`src/rtl/keypad_pkg.sv`:
```
// rtl/keypad_pkg.sv - shared types, defaults and helpers for the keypad scanner
// Purpose: FSM and scan-result enums, default matrix geometry and timing,
//          and a one-hot-to-index helper used when decoding a column hit.
// Ports:   none (package).
package keypad_pkg;

  localparam int DEF_ROWS      = 4;
  localparam int DEF_COLS      = 4;
  localparam int DEF_ROW_CYC   = 4;
  localparam int DEF_DEB_SCANS = 4;

  // Widest one-hot vector the helper accepts; column counts stay well below it.
  localparam int OH_MAX = 32;

  typedef enum logic [1:0] {
    IDLE,
    PRESS_WAIT,
    HELD,
    RELEASE_WAIT
  } kp_state_e;

  typedef enum logic [1:0] {
    NONE,
    SINGLE,
    MULTI
  } scan_res_e;

  // Index of the set bit in a one-hot vector; callers only use it when
  // exactly one bit is set.
  function automatic int onehot_to_idx(input logic [OH_MAX-1:0] oh);
    int idx;
    idx = 0;
    for (int i = 0; i < OH_MAX; i++) begin
      if (oh[i]) idx = i;
    end
    return idx;
  endfunction

endpackage

```
`src/rtl/keypad_scanner_sync2.sv`:
```
// rtl/keypad_scanner_sync2.sv - two-flop synchronizer, resets to all ones
// Purpose: bring the asynchronous active-low column lines into the clk domain.
//          Resetting to all ones means "no key" while the chain refills.
// Ports:   clk, rst (sync, active-high), d (async input), q (synchronized).
module sync2 #(
  parameter int WIDTH = 1
) (
  input  logic             clk,
  input  logic             rst,
  input  logic [WIDTH-1:0] d,
  output logic [WIDTH-1:0] q
);

  logic [WIDTH-1:0] meta;

  always_ff @(posedge clk) begin
    if (rst) begin
      meta <= '1;
      q    <= '1;
    end else begin
      meta <= d;
      q    <= meta;
    end
  end

endmodule

```
`src/rtl/keypad_scanner.sv`:
```
// rtl/keypad_scanner.sv - 4x4 key matrix scanner with debounced press/release events
// Purpose: drives one row low at a time, samples the columns late in each row
//          window, classifies every full scan as NONE/SINGLE/MULTI and debounces
//          the result into single-cycle press and release events.
// Ports:   clk, rst (sync, active-high); row_n (row drive, active-low);
//          col_n (column sense, active-low, async); key_code (last accepted key,
//          row*COLS+col); key_valid / key_release (one-cycle events);
//          key_held (accepted key still down).
module keypad_scanner
  import keypad_pkg::*;
#(
  parameter int ROWS      = DEF_ROWS,
  parameter int COLS      = DEF_COLS,
  parameter int ROW_CYC   = DEF_ROW_CYC,
  parameter int DEB_SCANS = DEF_DEB_SCANS,
  parameter int KEY_W     = $clog2(ROWS * COLS)
) (
  input  logic             clk,
  input  logic             rst,
  output logic [ROWS-1:0]  row_n,
  input  logic [COLS-1:0]  col_n,
  output logic [KEY_W-1:0] key_code,
  output logic             key_valid,
  output logic             key_held,
  output logic             key_release
);

  localparam int RW = (ROWS > 1) ? $clog2(ROWS) : 1;
  localparam int CW = (ROW_CYC > 1) ? $clog2(ROW_CYC) : 1;
  localparam int NW = $clog2(DEB_SCANS + 1);
  localparam logic [RW-1:0] LAST_ROW = RW'(ROWS - 1);
  localparam logic [CW-1:0] LAST_CYC = CW'(ROW_CYC - 1);
  localparam logic [NW-1:0] DEB_MAX  = NW'(DEB_SCANS);

  // ---------------- row scan timing ----------------
  logic             run;
  logic [RW-1:0]    row_idx, row_idx_d;
  logic [CW-1:0]    cyc;
  logic             sample_en;
  logic [COLS-1:0]  col_s;

  sync2 #(.WIDTH(COLS)) u_col_sync (
    .clk (clk),
    .rst (rst),
    .d   (col_n),
    .q   (col_s)
  );

  // Sampling on the last cycle of a row window leaves the two-flop sync
  // latency inside the window that row is driven.
  assign sample_en = run && (cyc == LAST_CYC);

  always_comb begin
    row_idx_d = row_idx;
    if (sample_en) row_idx_d = (row_idx == LAST_ROW) ? '0 : row_idx + 1'b1;
  end

  // run holds the counters for the one idle cycle after reset so row 0 gets
  // a full window starting the first cycle after release.
  always_ff @(posedge clk) begin
    if (rst) begin
      run     <= 1'b0;
      row_idx <= '0;
      cyc     <= '0;
      row_n   <= '1;
    end else begin
      run <= 1'b1;
      if (run) begin
        cyc     <= sample_en ? '0 : cyc + 1'b1;
        row_idx <= row_idx_d;
      end
      row_n <= ~(ROWS'(1) << row_idx_d);
    end
  end

  // ---------------- scan accumulation ----------------
  // acc_n counts hits seen so far in this scan: 0, 1, or 2 meaning "many".
  logic [COLS-1:0]  hits;
  logic [1:0]       acc_n, base_n, merge_n;
  logic [KEY_W-1:0] acc_code, base_code, merge_code;
  logic             scan_done;
  scan_res_e        scan_res;
  logic [KEY_W-1:0] scan_code;

  always_comb begin
    hits       = ~col_s;
    base_n     = (row_idx == '0) ? 2'd0 : acc_n;
    base_code  = (row_idx == '0) ? '0 : acc_code;
    merge_n    = base_n;
    merge_code = base_code;
    if ($countones(hits) > 1) begin
      merge_n = 2'd2;
    end else if ($countones(hits) == 1) begin
      merge_n    = (base_n == 2'd0) ? 2'd1 : 2'd2;
      merge_code = KEY_W'(int'(row_idx) * COLS + onehot_to_idx(OH_MAX'(hits)));
    end
  end

  always_ff @(posedge clk) begin
    if (rst) begin
      acc_n     <= '0;
      acc_code  <= '0;
      scan_done <= 1'b0;
      scan_res  <= NONE;
      scan_code <= '0;
    end else begin
      scan_done <= sample_en && (row_idx == LAST_ROW);
      if (sample_en) begin
        acc_n    <= merge_n;
        acc_code <= merge_code;
        if (row_idx == LAST_ROW) begin
          scan_res  <= (merge_n == 2'd0) ? NONE : ((merge_n == 2'd1) ? SINGLE : MULTI);
          scan_code <= merge_code;
        end
      end
    end
  end

  // ---------------- debounce FSM ----------------
  kp_state_e        state, state_d;
  logic [KEY_W-1:0] cand, cand_d, code_d;
  logic [NW-1:0]    cnt, cnt_d;
  logic             valid_d, release_d;

  always_ff @(posedge clk) begin
    if (rst) begin
      state       <= IDLE;
      cand        <= '0;
      cnt         <= '0;
      key_code    <= '0;
      key_valid   <= 1'b0;
      key_release <= 1'b0;
    end else begin
      state       <= state_d;
      cand        <= cand_d;
      cnt         <= cnt_d;
      key_code    <= code_d;
      key_valid   <= valid_d;
      key_release <= release_d;
    end
  end

  always_comb begin
    state_d = state;
    cand_d  = cand;
    cnt_d   = cnt;
    if (scan_done) begin
      unique case (state)
        IDLE: begin
          if (scan_res == SINGLE) begin
            cand_d  = scan_code;
            cnt_d   = NW'(1);
            state_d = PRESS_WAIT;
          end
        end
        PRESS_WAIT: begin
          if (scan_res == SINGLE && scan_code == cand) begin
            cnt_d = (cnt == DEB_MAX) ? cnt : cnt + 1'b1;
            if (cnt_d == DEB_MAX) state_d = HELD;
          end else if (scan_res == SINGLE) begin
            cand_d = scan_code;
            cnt_d  = NW'(1);
          end else begin
            state_d = IDLE;
          end
        end
        HELD: begin
          if (scan_res == NONE) begin
            cnt_d   = NW'(1);
            state_d = RELEASE_WAIT;
          end
        end
        RELEASE_WAIT: begin
          if (scan_res == NONE) begin
            cnt_d = (cnt == DEB_MAX) ? cnt : cnt + 1'b1;
            if (cnt_d == DEB_MAX) state_d = IDLE;
          end else begin
            state_d = HELD;
          end
        end
        default: state_d = IDLE;
      endcase
    end
  end

  // Events are decoded from the transition so each lasts exactly one cycle;
  // the two transitions come from different states, so they never coincide.
  always_comb begin
    valid_d   = (state == PRESS_WAIT) && (state_d == HELD);
    release_d = (state == RELEASE_WAIT) && (state_d == IDLE);
    code_d    = valid_d ? cand : key_code;
    key_held  = (state == HELD) || (state == RELEASE_WAIT);
  end

endmodule

```
`config.mk`:
```
export PLATFORM = sky130hd
export DESIGN_NAME = keypad_scanner
export DESIGN_NICKNAME = d
export VERILOG_FILES = /design/src/rtl/keypad_pkg.sv /design/src/rtl/keypad_scanner_sync2.sv /design/src/rtl/keypad_scanner.sv
export SDC_FILE = /design/constraint.sdc
export NUM_CORES = 1
export LEC_CHECK = 0
export ABC_AREA = 1
export BUFFER_PORTS_ARGS = -buffer_cell sky130_fd_sc_hd__buf_2
export CAP_MARGIN = 20
export CELL_PAD_IN_SITES_DETAIL_PLACEMENT = 0
export CELL_PAD_IN_SITES_GLOBAL_PLACEMENT = 1
export CORE_MARGIN = 5
export CORE_UTILIZATION = 46
export CTS_BUF_LIST = sky130_fd_sc_hd__clkbuf_8 sky130_fd_sc_hd__clkbuf_16
export DETAILED_ROUTE_END_ITERATION = 10
export PLACE_DENSITY = 0.91
export SYNTH_ARGS = -nofsm -noshare
export SYNTH_HDL_FRONTEND = slang
export SYNTH_SLANG_ARGS = --single-unit
```
`constraint.sdc`:
```
create_clock -name clk -period 5 [get_ports clk]
set_input_delay 0.25 -clock clk [delete_from_list [all_inputs] [get_ports clk]]
set_output_delay 0.25 -clock clk [all_outputs]
set_load 0.01 [all_outputs]
```
== Yosys cells after proc, flatten, opt, wreduce, memory -nomap -nowiden ==
Index checks and enable logic that the tools add are counted.

* $add $sub $neg: 7
* Order comparisons: 1
* Eq/ne operators: 15
* Shift operators: 1
* Mux-type cells: 36
* Bitwise gates (word level): 2
* Reductions and logical operators: 16

{| class="wikitable"
|+ Operators by type and width
! operator !! count
|-
| $mux W2 || 18
|-
| $gt A32 B2 Y1 const B || 1
|-
| $mux W4 || 8
|-
| $mux W3 || 5
|-
| $logic_not A2 Y1 || 6
|-
| $pmux W3 S4 || 1
|-
| $eq A2 B2 Y1 const B || 5
|-
| $not A4 Y4 || 2
|-
| $pmux W2 S4 || 1
|-
| $pmux W4 S2 || 1
|-
| $eq A2 B1 Y1 const B || 3
|-
| $eq A3 B3 Y1 const B || 2
|-
| $ne A2 B2 Y1 const B || 3
|-
| $reduce_and A3 Y1 || 2
|-
| $logic_and A1 B1 Y1 || 5
|-
| $add A1 B1 Y2 || 2
|-
| $add A2 B1 Y2 const B || 2
|-
| $add A4 B4 Y4 || 1
|-
| $eq A4 B4 Y1 || 1
|-
| $shl A1 B2 Y4 const A || 1
|-
| $add A2 B2 Y3 || 1
|-
| $add A3 B1 Y3 const B || 1
|-
| $eq A3 B1 Y1 const B || 1
|-
| $mux W1 || 2
|-
| 3 further kinds || 3
|}

* Register bits: 45
* Word-level logic and storage cells: 95

== Logic depth before layout (Yosys ltp) ==
* Word-level depth: 9
* Mapped depth: 12
* Gate-level depth less buffers: 12

== Hierarchy ==
Synthesis repeated with hierarchy kept, for this count alone.

* Cell total of the unflattened synthesis: 279
* Area total of the unflattened synthesis: 2092.0 µm²

{| class="wikitable"
|+ By module, submodules not included
! module !! instances !! cells an instance !! area each (µm²) !! sequential area each (µm²)
|-
| keypad_scanner || 1 || 254 || 1868.0 || 740.7
|-
| sync2 || 1 || 25 || 224.0 || 160.2
|}

== Worst setup path after synthesis ==
Ideal clock, no wire load.

* Path kind: register to register
* Start point: register u_col_sync.q[0]
* End point: register scan_code[1]
* Arrival: 1.997 ns
* Data required time: 4.943 ns
* Path slack: 2.946 ns
* Stages on the path, launching flop included: 13
* Path buffers: 0
* Clock period less this slack: 2.054 ns
* Path through: dfxtp_1 > fa_1 > inv_1 > ha_1 > inv_1 > ha_1 > nor2_1 > nand2_1 > inv_1 > a21oi_1 > a31oi_1 > o21ai_0 > inv_1

* Cells in the longest elaborated chain, start to end: 6
* Elaborated cells between the ends (all ways): 7
* Classes of those cells: add/sub (2); order compare (1); eq/ne (1); mux (2); bitwise (1)

{| class="wikitable"
|+ RTL lines
! what !! line !! source
|-
| start, declared || keypad_scanner_sync2.sv:11 || <nowiki>output logic [WIDTH-1:0] q</nowiki>
|-
| start signal, assigned || keypad_scanner_sync2.sv:22 || <nowiki>q <= meta;</nowiki>
|-
| $not A4 Y4 (*) || keypad_scanner.sv:86 || <nowiki>hits = ~col_s;</nowiki>
|-
| $add A1 B1 Y2 (not written as such) (*) || keypad_scanner.sv:91, keypad_scanner.sv:93 ||
|-
| $add A2 B2 Y3 (not written as such) (*) || keypad_scanner.sv:91, keypad_scanner.sv:93 ||
|-
| branches (longest 2 deep; another with $gt A32 B2 Y1) || n/a ||
|-
| $mux W4 (*) || keypad_scanner.sv:91 || <nowiki>if ($countones(hits) > 1) begin</nowiki>
|-
| end signal, assigned || keypad_scanner.sv:113 || <nowiki>scan_code <= merge_code;</nowiki>
|-
| end, declared || keypad_scanner.sv:83 || <nowiki>logic [KEY_W-1:0] scan_code;</nowiki>
|}

Every way passes the cells marked *.
A chain may end at the register's enable or synchronous reset.

== Final worst setup path ==
Ends and elaborated chain as after synthesis.

==> reports/results.tsv <==
stage	metric	value	unit
status	status	complete, no violations	
grt	grt ovf	0	
synth	Synth Area per Inst	7.26	um^2
die	row count	24	
worst_setup_path	slowest CP cell	fa_1	
worst_setup_path	WS Path Type	reg2reg	
sta	Min Clock Period, post-route	2.19	ns
sta	RSZ-0062 raised after global routing	false	
worst_setup_path	CP top delay family	adder cells	
die	Initial Util	47.4	%
die	num ports	17	
sta	Slew HR	57.5	%
clock_tree	Setup Buffers After CTS	0	
routing	WL/cell	10.2	um
pwr	Leak	0.00107	uW
final_layout	fillers	430	
final_layout	Sequential cell area	901	um^2
routing	Met2 Wirelength	1580	um
routing	remaining antenna violation count	0	
synth	Synth Instances	284	
routing	vias per cell	4.72	
routing	highest metal used	met4	
worst_setup_path	Worst EP arrival	2.44	ns
grt	first-pass GRT wire length	6640	um
worst_setup_path	worst-path fanout max	7	
routing	Post-Route WL	3570	um
final_layout	Layout area overhead	8.98	%
synth	Synth Flop Type	dfxtp_1	
clock_tree	CTS clock-pin slew for the worst setup and hold paths	0.08	ns
synth	Mapped Nets	299	
sta	worst slew pin tran	0.637	ns
final_layout	share of layout cells above drive strength 1	14.8	%
routing	DRT met1 WL	1780	um
clock_tree	TritonCTS buffer count	5	
sta	Achievable Freq	0.456	GHz
die	die width	77.0	um
synth	adder-cell area share of the yosys netlist	5.83	%
synth	Yosys warnings	0	
sta	fin worst setup slack	2.81	ns
pwr	Max VDD drop	0.150	mV
grt	initial antenna violation count	0	
clock_tree	TritonCTS clock tree	done	
placed_design	GP Congestion	0.783	
clock_tree	Max Buffers Root-to-Sink	2	
synth	FFs w/ async S/R, synth	0	%
sta	Final period util	43.8	%
synth	Yosys reg bits	45	
final_layout	Ant. Diodes	0	
sta	fin. max-slew vios	0	
routing	met3 WL	132	um
final_layout	area of the multi-input gates	945	um^2
routing	vias	1653	
sta	Final Hold Viols	0	
clock_tree	Clock Tree Root	clkbuf_8	
worst_setup_path	crit-path max cell delay	0.53	ns
synth	simple-gate share of the synthesized area	29.7	%
synth	sequential share of the synthesized area	43.7	%
clock_tree	sinks on the clock net	45	
clock_tree	H-tree depth	2	
synth	main combinational cell family by area after synthesis	simple AND/OR/NAND/NOR gates	
die	core region area	4350	um^2
die	DIE AREA	5920	um^2
routing	DRT iter0 DRCs	66	
clock_tree	Hold Buf Count CTS	0	
placed_design	IO Port Bufs	16	
synth	post-synthesis mux area share	0	%
sta	Clock Skews	0.0114	ns
worst_setup_path	launch point of the worst reg-to-reg path	u_col_sync.q[0]	
routing	DRC	0	
synth	Synth Area in XOR/XNOR	0.425	%
final_layout	Nets	313	
grt	vias in the first global route	1577	
die	Die Y	77.0	um
sta	final setup fails	0	
placed_design	DP Worst Slack	2.79	ns
clock_tree	CTS resizes	0	
pwr	Power Density	282	nW/um^2
synth	compound-gate portion of the synthesized area	9.83	%
worst_setup_path	CP bufs+invs	4	
clock_tree	Clk Latency, worst-skew pair	0.30	ns
worst_setup_path	CP Data Required Time	5.25	ns
worst_setup_path	most frequent CP cell	inv_1	
worst_setup_path	Worst Setup SP	u_col_sync.q[0]	
worst_setup_path	Critical Path End Type	register	
worst_setup_path	crit-path cells	fa_1 -> inv_1 -> ha_1 -> inv_1 -> ha_1 -> nor2_1 -> nand2_1 -> inv_1 -> a21oi_1 -> a31oi_1 -> o21ai_0 -> inv_1	
hold_path	worst min-delay path category	in2reg	
grt	largest net degree at the start of global routing	23	
placed_design	post-DP HPWL	2590	um
synth	EDFF count, synth	0	
grt	GR Util All Layers	13.6	%
routing	first-pass detailed-route iteration total	4	
run	maxcap violations	0	
hold_path	hold_sp	col_n[0]	
synth	Distinct cells, synth	26	
synth	synthesized area	2060	um^2
sta	setup TNS	0	ns
worst_setup_path	crit start category	register	
-- metrics by stage --
step / power [uW] / area, um^2 / std cells / hold WS, ns / utilization (%)
2_1_floorplan: 405 / 2060 / 284 / 0.354 / -
3_3_place_gp: 413 / 2160 / 343 / 0.393 / 49.5
3_5_place_dp: 414 / 2160 / 343 / 0.399 / 49.5
4_1_cts: 643 / 2250 / 350 / 0.125 / 51.6
5_1_grt: 666 / 2250 / 350 / 0.138 / 51.6
6_report: 633 / 2250 / 350 / 0.137 / 51.6
-- cell usage after synthesis (4+ instances only) --
cell type	n	area share, %
nand2_1	61	11
a21oi_1	15	3.6
ha_1	8	4.9
nor2_1	36	6.6
nor2_2	4	1.2
dfxtp_1	45	44
inv_1	43	7.8
nor3_1	4	0.97
clkbuf_1	5	0.91
o21ai_0	18	4.4
nand3_1	14	3.4
nand2_2	4	1.2
or2_2	8	2.4
-- routing by layer --
layer | GRT usage (%) | vias to the layer above
met3 | 3.28 | 7
li1 | - | 905
met1 | 16.2 | 718
met2 | 22.9 | 23
met4 | 6.47 | 0
met5 | 0 | -
-- report_power, final --
| part | switching (uW) | total, uW | internal (uW) |
|---|---|---|---|
| registers | 3.88 | 370 | 366 |
| logic | 22.3 | 35.0 | 12.7 |
| clock network | 119 | 228 | 109 |
-- kinds of logic after synthesis --
family,after synthesis
adders and majority gates,9
buffers and inverters,53
DFF,45
AOI/OAI and AO/OA,39
and+or+nand+nor,137
xor gates and xnor gates,1
-- final cells by class --
| class | count | share of cell area, % |
|---|---|---|
| Clock buffer | 6 | 3.67 |
| Clock inverter | 1 | 0.334 |
| Inverter | 44 | 7.41 |
| Multi-Input combinational cell | 186 | 42.0 |
| Sequential cell | 45 | 40.1 |
| Tap cell | 52 | 2.90 |
| Timing Repair Buffer | 16 | 3.56 |
-- state kept, by name, indices dropped and copies added (netlist names) --
register and count:
scan_code 4, run 1, cyc 2, acc_code 4
key_valid 1, cand 4, scan_done 1, row_n 4
state 2, acc_n 2, u_col_sync.meta 4, key_code 4
scan_res 2, row_idx 2, u_col_sync.q 4, key_release 1
cnt 3
-- layout by cell type, fill, tap and decap left out, types with 3 or more instances in the layout --
cell      count
a21oi_1      15
buf_2        16
clkbuf_8      6
dfxtp_1      45
ha_1          8
inv_1        43
nand2_1      61
nand2_2       4
nand3_1      14
nand3_2       3
nor2_1       36
nor2_2        4
nor3_1        4
o21ai_0      18
or2_2         8
-- path summary, 6_finish.rpt --
check	to	slack (ns)	cells after the start
hold reg to reg	u_col_sync.q[3]	0.41	1
setup reg to reg	scan_code[1]	2.81	12
setup / recovery	scan_code[1]	2.81	12
hold / removal	u_col_sync.meta[0]	0.14	2
(Power assumes the default switching activity.)
